$ cat config.mk
export PLATFORM = sky130hd
export DESIGN_NAME = uart_byte_rx
export DESIGN_NICKNAME = d
export VERILOG_FILES = /design/src/rtl/uart_byte_rx_pkg.sv /design/src/rtl/uart_rx_sync.sv /design/src/rtl/uart_byte_rx.sv
export SDC_FILE = /design/constraint.sdc
export NUM_CORES = 1
export LEC_CHECK = 0
export BUFFER_PORTS_ARGS = -buffer_cell sky130_fd_sc_hd__buf_2
export CELL_PAD_IN_SITES_DETAIL_PLACEMENT = 2
export CELL_PAD_IN_SITES_GLOBAL_PLACEMENT = 2
export CORE_UTILIZATION = 36
export CTS_CLUSTER_SIZE = 12
export DETAILED_ROUTE_END_ITERATION = 8
export GPL_TIMING_DRIVEN = 0
export PLACE_DENSITY = 0.78
export SKIP_CTS_REPAIR_TIMING = 1
export SYNTH_ARGS = -nofsm -noshare
export SYNTH_HDL_FRONTEND = slang
export SYNTH_SLANG_ARGS = --single-unit
$ cat constraint.sdc
create_clock -name CLK -period 2.33 [get_ports CLK]
set_input_delay 0.3495 -clock CLK [delete_from_list [all_inputs] [get_ports CLK]]
set_output_delay 0.3495 -clock CLK [all_outputs]
set_load 0.05 [all_outputs]
$ cat src/rtl/uart_byte_rx_pkg.sv
// Shared definitions for the UART byte receiver: line levels, default
// divisor and the state encoding used by both the Rx and Tx sides.
`timescale 1ns/1ps
package uart_byte_rx_pkg;

    localparam logic START_BIT       = 1'b0;
    localparam logic STOP_BIT        = 1'b1;
    localparam int   DEFAULT_BPS_DIV = 5208;   // 50 MHz / 9600 bps
    localparam int   DIV_W           = 16;
    localparam int   DATA_W          = 8;
    localparam int   BIT_IDX_W       = 3;

    typedef enum logic [2:0] {
        ST_IDLE  = 3'd0,
        ST_START = 3'd1,
        ST_DATA  = 3'd2,
        ST_STOP  = 3'd3,
        ST_BREAK = 3'd4
    } uart_state_e;

    // Terminal count for a divider span of 'cycles' clock cycles.
    function automatic logic [DIV_W-1:0] div_last(input int cycles);
        return DIV_W'(cycles - 1);
    endfunction

endpackage

$ cat src/rtl/uart_rx_sync.sv
// Two-flop synchronizer for the asynchronous serial line plus a
// falling-edge detector on the synchronized signal. All flops reset to
// the idle (high) line level so reset release never fakes a start edge.
`timescale 1ns/1ps
module uart_rx_sync (
    input  logic CLK,
    input  logic RST,
    input  logic Rs232_Rx,
    output logic rx_s,
    output logic rx_fall
);

    logic [1:0] sync_reg;
    logic       rx_d_reg;

    // Metastability chain followed by a one-cycle delay for edge detection.
    always_ff @(posedge CLK or negedge RST) begin
        if (!RST) begin
            sync_reg <= 2'b11;
            rx_d_reg <= 1'b1;
        end else begin
            sync_reg <= {sync_reg[0], Rs232_Rx};
            rx_d_reg <= sync_reg[1];
        end
    end

    assign rx_s    = sync_reg[1];
    assign rx_fall = rx_d_reg & ~sync_reg[1];

endmodule

$ cat src/rtl/uart_byte_rx.sv
// 8N1 LSB-first serial byte receiver. Detects a start edge, samples the
// start bit at half a bit period, then every data bit and the stop bit at
// mid-bit. Good frames update Data_Byte with a one-cycle Rx_Done; a low
// stop bit gives a one-cycle Frame_Err and the receiver waits for the line
// to return high before listening again.
`timescale 1ns/1ps
module uart_byte_rx
    import uart_byte_rx_pkg::*;
#(
    parameter int BPS_DIV  = DEFAULT_BPS_DIV,
    parameter int HALF_DIV = BPS_DIV / 2
) (
    input  logic              CLK,
    input  logic              RST,
    input  logic              Rs232_Rx,
    output logic [DATA_W-1:0] Data_Byte,
    output logic              Rx_Done,
    output logic              Frame_Err,
    output logic              Rx_State
);

    localparam logic [DIV_W-1:0] HALF_LAST = div_last(HALF_DIV);
    localparam logic [DIV_W-1:0] BIT_LAST  = div_last(BPS_DIV);
    localparam logic [BIT_IDX_W-1:0] LAST_BIT = BIT_IDX_W'(DATA_W - 1);

    logic rx_s;
    logic rx_fall;

    uart_state_e          state_reg, state_next;
    logic [DIV_W-1:0]     div_reg, div_next;
    logic [BIT_IDX_W-1:0] bit_reg, bit_next;
    logic [DATA_W-1:0]    shift_reg, shift_next;
    logic [DATA_W-1:0]    data_reg, data_next;
    logic                 done_reg, done_next;
    logic                 ferr_reg, ferr_next;

    uart_rx_sync u_sync (
        .CLK      (CLK),
        .RST      (RST),
        .Rs232_Rx (Rs232_Rx),
        .rx_s     (rx_s),
        .rx_fall  (rx_fall)
    );

    // State, counters, shift register and registered outputs.
    always_ff @(posedge CLK or negedge RST) begin
        if (!RST) begin
            state_reg <= ST_IDLE;
            div_reg   <= '0;
            bit_reg   <= '0;
            shift_reg <= '0;
            data_reg  <= '0;
            done_reg  <= 1'b0;
            ferr_reg  <= 1'b0;
        end else begin
            state_reg <= state_next;
            div_reg   <= div_next;
            bit_reg   <= bit_next;
            shift_reg <= shift_next;
            data_reg  <= data_next;
            done_reg  <= done_next;
            ferr_reg  <= ferr_next;
        end
    end

    // Next-state logic: bit timing is counted from the detected start edge,
    // so every sample lands in the middle of its bit cell.
    always_comb begin
        state_next = state_reg;
        div_next   = div_reg;
        bit_next   = bit_reg;
        shift_next = shift_reg;
        data_next  = data_reg;
        done_next  = 1'b0;
        ferr_next  = 1'b0;

        unique case (state_reg)
            ST_IDLE: begin
                // Entry into IDLE always happens with the line high, so a
                // falling edge is the only way a new frame can begin.
                if (rx_fall) begin
                    state_next = ST_START;
                    div_next   = '0;
                end
            end

            ST_START: begin
                if (div_reg == HALF_LAST) begin
                    div_next = '0;
                    bit_next = '0;
                    // A start bit that is already high again was a glitch.
                    state_next = (rx_s == START_BIT) ? ST_DATA : ST_IDLE;
                end else begin
                    div_next = div_reg + 1'b1;
                end
            end

            ST_DATA: begin
                if (div_reg == BIT_LAST) begin
                    div_next   = '0;
                    shift_next = {rx_s, shift_reg[DATA_W-1:1]};
                    if (bit_reg == LAST_BIT) begin
                        state_next = ST_STOP;
                    end else begin
                        bit_next = bit_reg + 1'b1;
                    end
                end else begin
                    div_next = div_reg + 1'b1;
                end
            end

            ST_STOP: begin
                if (div_reg == BIT_LAST) begin
                    div_next = '0;
                    if (rx_s == STOP_BIT) begin
                        data_next  = shift_reg;
                        done_next  = 1'b1;
                        state_next = ST_IDLE;
                    end else begin
                        ferr_next  = 1'b1;
                        state_next = ST_BREAK;
                    end
                end else begin
                    div_next = div_reg + 1'b1;
                end
            end

            ST_BREAK: begin
                // Hold off until the line is released so a break cannot
                // look like a stream of start bits.
                if (rx_s == STOP_BIT) begin
                    state_next = ST_IDLE;
                end
            end

            default: begin
                state_next = ST_IDLE;
            end
        endcase
    end

    assign Data_Byte = data_reg;
    assign Rx_Done   = done_reg;
    assign Frame_Err = ferr_reg;
    assign Rx_State  = (state_reg != ST_IDLE);

endmodule

# Yosys cells after proc, flatten, opt, wreduce, memory -nomap -nowiden
# Index checks and enable logic that the tools add are counted.
# classes
reduce_logical	10
muxes	23
n_addsub	2
bitwise_logic	2
n_eq_ne	14
# ops
operator	n
$mux 16	3
$pmux 16 s3	1
$mux 3	10
$add 16x1->16 const B	1
$eq 16x12->1 const B	1
$eq 16x13->1 const B	1
$pmux 3 s5	1
$ne 2x2->1 const B	6
$eq 3x2->1 const B	2
$eq 3x3->1 const B	2
$mux 1	6
$pmux 3 s2	1
$reduce_and 6->1	1
$reduce_bool 3->1	2
$reduce_and 2->1	2
$reduce_and 4->1	1
$add 3x1->3 const B	1
$eq 3x1->1 const B	1
$logic_not 3->1	1
$reduce_and 3->1	1
$mux 2	1
$ne 2x1->1 const B	1
$reduce_bool 2->1	1
$reduce_or 2->1	1
2 further kinds	2
# word_totals
word_cells	60
inputBits	3
out_inout_bits	11
reg_bits	43

# Longest topological paths before layout
# logic_depth
depth_word	4
ltp_mapped	7
depth_no_buf	6

# Hierarchy
# A second synthesis with hierarchy kept.
# unflattened
hier_cells	204
area_unflattened_um2	2175.8
# by_module_without_submodules
module	cells_each	area_each_um2	seq_area_each_um2	n_inst
uart_byte_rx	200	2083.2	1001.0	1
uart_rx_sync	4	92.6	78.8	1

# Worst setup path after synthesis
# Ideal clock, no wire load.
# synth_path
kind	register to register
from	reg div_reg[0]
to	reg bit_reg[0]
setup_ps	125
required_time_ps	2205
synth_period_minus_slack_ps	2366
path_buffers	0
arrival_ps	2241
slack_ps	-36
stages_incl_launch_ff	7
path_cell_list	dfrtp_1 -> ha_1 -> or4b_1 -> or4_4 -> nor4b_4 -> a21oi_2 -> mux2_4
# synth_via
elab_chain_cells	3
word_cells_on_any_way	5
cone_classes	4 x eq/ne; 1 x reduce/logical
# synth_rtl
item	line_no	source
start: declaration	uart_byte_rx.sv:30	logic [DIV_W-1:0] div_reg, div_next;
start signal: assignment	uart_byte_rx.sv:57	div_reg <= div_next;
$eq 16x13->1 or $eq 16x12->1 (tied branches)	uart_byte_rx.sv:99, uart_byte_rx.sv:88	
$ne 2x2->1 (no source line)	--	
$reduce_and 4->1 (no source line) *	--	
end signal: assignment	uart_byte_rx.sv:58	bit_reg <= bit_next;
end: declaration	uart_byte_rx.sv:31	logic [BIT_IDX_W-1:0] bit_reg, bit_next;
# Every way passes the cells marked *; elsewhere a longest branch is shown, timed or not.
# A chain may end at the register's enable or synchronous reset.

# Worst setup path after layout
# layout_path
from	reg div_reg[15]
to	reg div_reg[4]
# layout_via
elab_chain_cells	3
word_cells_on_any_way	5
cone_classes	2 x eq/ne; 3 x mux
# layout_rtl
item	line_no	source
$eq 16x13->1 or $eq 16x12->1 (tied branches)	uart_byte_rx.sv:99, uart_byte_rx.sv:113, uart_byte_rx.sv:88	
$mux 16, on equally long branches	uart_byte_rx.sv:99, uart_byte_rx.sv:113, uart_byte_rx.sv:88	
$pmux 16 s3 *	uart_byte_rx.sv:77	unique case (state_reg)
# Marks and branches as above.

==> flow_summary.yaml <==
clock_tree:
  path_clk_slew_ns: 0.08
  cts_buffer_depth: 2
  cts_sinks: 43
  cts_buffers: 5
  cts-root-buf: "clkbuf_8"
  htreeDepth: 2
  insertion_delay_ns: 0.30
  cts_tree: "built"
drt:
  dr.pass1.iters: 4
  route.antenna.remaining_nets: 0
  num_vias: 1674
  drt-initial-drc-count: 47
  drc: 0
  route.detailed.wl_per_inst_um: 20.4
  via_per_inst: 5.56
  wirelength_um: 6130
grt:
  antenna_found_initial: 0
  grt_use_met2: 0.318
  met1_usage: 0.224
  grt_usage: 0.184
  grt_use_met3: 0.0402
  grt_max_degree: 44
  top_usage_layer: "met2"
  grt_pass1_vias: 1748
  grt_first_pass_wirelength_um: 8720
  gr-total-overflow: 0
die:
  initial_utilization: 0.380
  num_rows: 27
  dieArea_um2: 6200
  die_x_um: 78.7
  io_pins: 14
  coreArea_um2: 5570
  die_h_um: 78.7
synth:
  yosysSeqAreaShare: 0.509
  netlist_area_um2: 2120
  synthFlopType: "dfrtp_1"
  async_flop_share: 1.00
  ys_warn_count: 0
  synth_cell_type_count: 46
  syn_inst: 193
  syn_nets: 199
  ys_ff_latch: 43
  synth_edf_count: 0
  synth_area_per_cell_um2: 11.0
timing:
  setup_tns_ns: -0.247
  final-hold-violation-count: 0
  relSlewSlack: 0.357
  skew_ns: 0.00442
  worst_pin_slew_ns: 0.965
  max_freq_mhz: 416
  fin_ws_ns: -0.0750
  grt_setup_unrepaired: "true"
  setup_violations: 6
  fin_crit_sh: 1.03
  min_period_ns: 2.40
  slew_viol_final: 0
job:
  cap_violations: 0
worst_hold_path:
  min_path_type: "in -> reg"
  holdPathStages: 1
  min_delay_worst_endpoint: "u_sync.sync_reg[0]"
  min_from: "Rs232_Rx"
setup_path:
  start_kind: "flip-flop"
  regToRegSetupSlack_ns: -0.07
  worstPathRequired_ns: 2.52
  rr_startpoint: "div_reg[15]"
  critPathCaptureType: "flip-flop"
  worstRegToRegCells: 6
  crit_path_max_fanout: 5
  worstReg2RegEnd: "div_reg[4]"
  crit_arrival_ns: 2.59
  critical_path_class: "reg -> reg"
cells_and_area:
  drive_gt1_frac: 0.376
  num_antenna_cells: 0
  largest_reg_flops: 16
  fin_nets: 234
  final_area_um2: 2650
  area_growth_pct: 25.1
  num-fill-cells: 585
place:
  gp_congestion: 0.759
  placed_cell_area_um2: 2270
  port_buffers: 13
  place_hpwl_um: 3680
pwr:
  finalPower_w: 0.00273
  intPower_w: 0.00177
  pwr-share-seq: 0.314
  leakage_nw: 1.21
  p_comb_frac: 0.432
  vdd_drop_max_v: 0.000503
  powerDensity_nw_per_um2: 1030
  switchingPower_w: 0.000964
  sw_frac_of_total: 0.353
  p_clk_frac: 0.254
run_status:
  status: "finished with violations"
  violations: "setup timing"
## cell type report
class,count,area [um2],share of cell area
clock buffer,6,72.6,0.0274
clock inverter,2,60.1,0.0226
tap,72,90.1,0.0340
buffer,7,57.6,0.0217
timing repair buffer,29,206,0.0778
multi-input combinational,131,1040,0.392
inverter,11,41.3,0.0156
sequential,43,1080,0.409
## worst max-delay path: stages (launching register included)
cell     delay, ns
dfrtp_1       0.43
or4_4         0.55
or4_4         0.60
a22oi_4       0.25
buf_6         0.17
o21ai_1       0.08
a21o_1        0.21
## power groups by stage
stage	Clock [W]	Sequential [W]	Combinational, W
after floorplan	0	0.000852	0.000555
final	0.000693	0.000856	0.00118
after detailed placement	0	0.000872	0.000748
after global routing	0.000736	0.000861	0.00125
after global placement	0	0.000866	0.000705
after CTS	0.000707	0.000857	0.000754
## placed cells by master, fill, tap and decap left out, drive strengths merged, types with 4 or more instances in the layout
cell type | netlist | routed
a21oi | 13 | 13
nand2 | 11 | 11
or3 | 6 | 6
nor3b | 4 | 4
nor2b | 5 | 5
inv | 11 | 11
nor2 | 10 | 10
a21o | 4 | 4
o21ai | 12 | 12
buf | 4 | 31
dfrtp | 40 | 40
mux2 | 19 | 19
nand4 | 5 | 5
nor3 | 4 | 4
clkbuf | 4 | 11
## synthesized netlist by cell type (2+ instances only)
| cell | count | area share |
|---|---|---|
| xnor2_1 | 2 | 0.0083 |
| inv_1 | 11 | 0.019 |
| nor3b_1 | 4 | 0.014 |
| a21oi_1 | 12 | 0.028 |
| buf_6 | 2 | 0.011 |
| or3_1 | 6 | 0.018 |
| dfstp_2 | 3 | 0.037 |
| nand2b_1 | 3 | 0.0089 |
| buf_2 | 2 | 0.0047 |
| a21o_1 | 4 | 0.014 |
| nor2_1 | 10 | 0.018 |
| nor3_1 | 4 | 0.0094 |
| nor4bb_1 | 2 | 0.0094 |
| nor2b_1 | 5 | 0.015 |
| nand3_1 | 3 | 0.0071 |
| o21ai_0 | 11 | 0.026 |
| mux2_2 | 18 | 0.096 |
| dfrtp_1 | 40 | 0.47 |
| nand4_1 | 5 | 0.015 |
| and2_1 | 2 | 0.0059 |
| clkbuf_1 | 4 | 0.0071 |
| mux2i_1 | 3 | 0.014 |
| a31oi_1 | 2 | 0.0059 |
| nand2_1 | 11 | 0.019 |
| ha_1 | 3 | 0.018 |
## layer usage
metal | routed length, um | part of all wire
met2 | 3250 | 0.53
met1 | 2570 | 0.42
met4 | 165 | 0.027
met3 | 139 | 0.023
met5 | 0 | 0
## kinds of logic (layout without fill, tap and decap cells)
family,Yosys count,in the layout,share of synthesized area
DFF,43,43,0.509
xor gates and xnor gates,3,3,0.0124
adders and majority gates,3,3,0.0177
buffers and inverters,19,55,0.0419
AOI/OAI and AO/OA,38,38,0.115
muxes,22,22,0.117
and+or+nand+nor,65,65,0.187
## worst max path at each step
stage / start / end / slack (ns) / cells after the start
final: div_reg[15] / div_reg[4] / -0.07 / 6
after global routing: div_reg[15] / div_reg[4] / -0.12 / 6
after CTS: div_reg[0] / bit_reg[0] / -0.31 / 7
after detailed placement: div_reg[0] / bit_reg[0] / -0.23 / 7
after global placement: div_reg[0] / div_reg[5] / -0.20 / 7
after floorplan: div_reg[10] / bit_reg[0] / 0.06 / 5
## stage by stage
step                      utilization  std cells  worst slack [ns]  hold slack [ns]
after floorplan                     -        193            0.0625           0.0539
after global placement          0.408        278            -0.203            0.349
after detailed placement        0.408        278            -0.232            0.353
after CTS                       0.432        286            -0.310            0.145
after global routing            0.476        301            -0.117            0.141
final                           0.476        301           -0.0750            0.148
No activity file was read; power rests on OpenSTA's default activity.
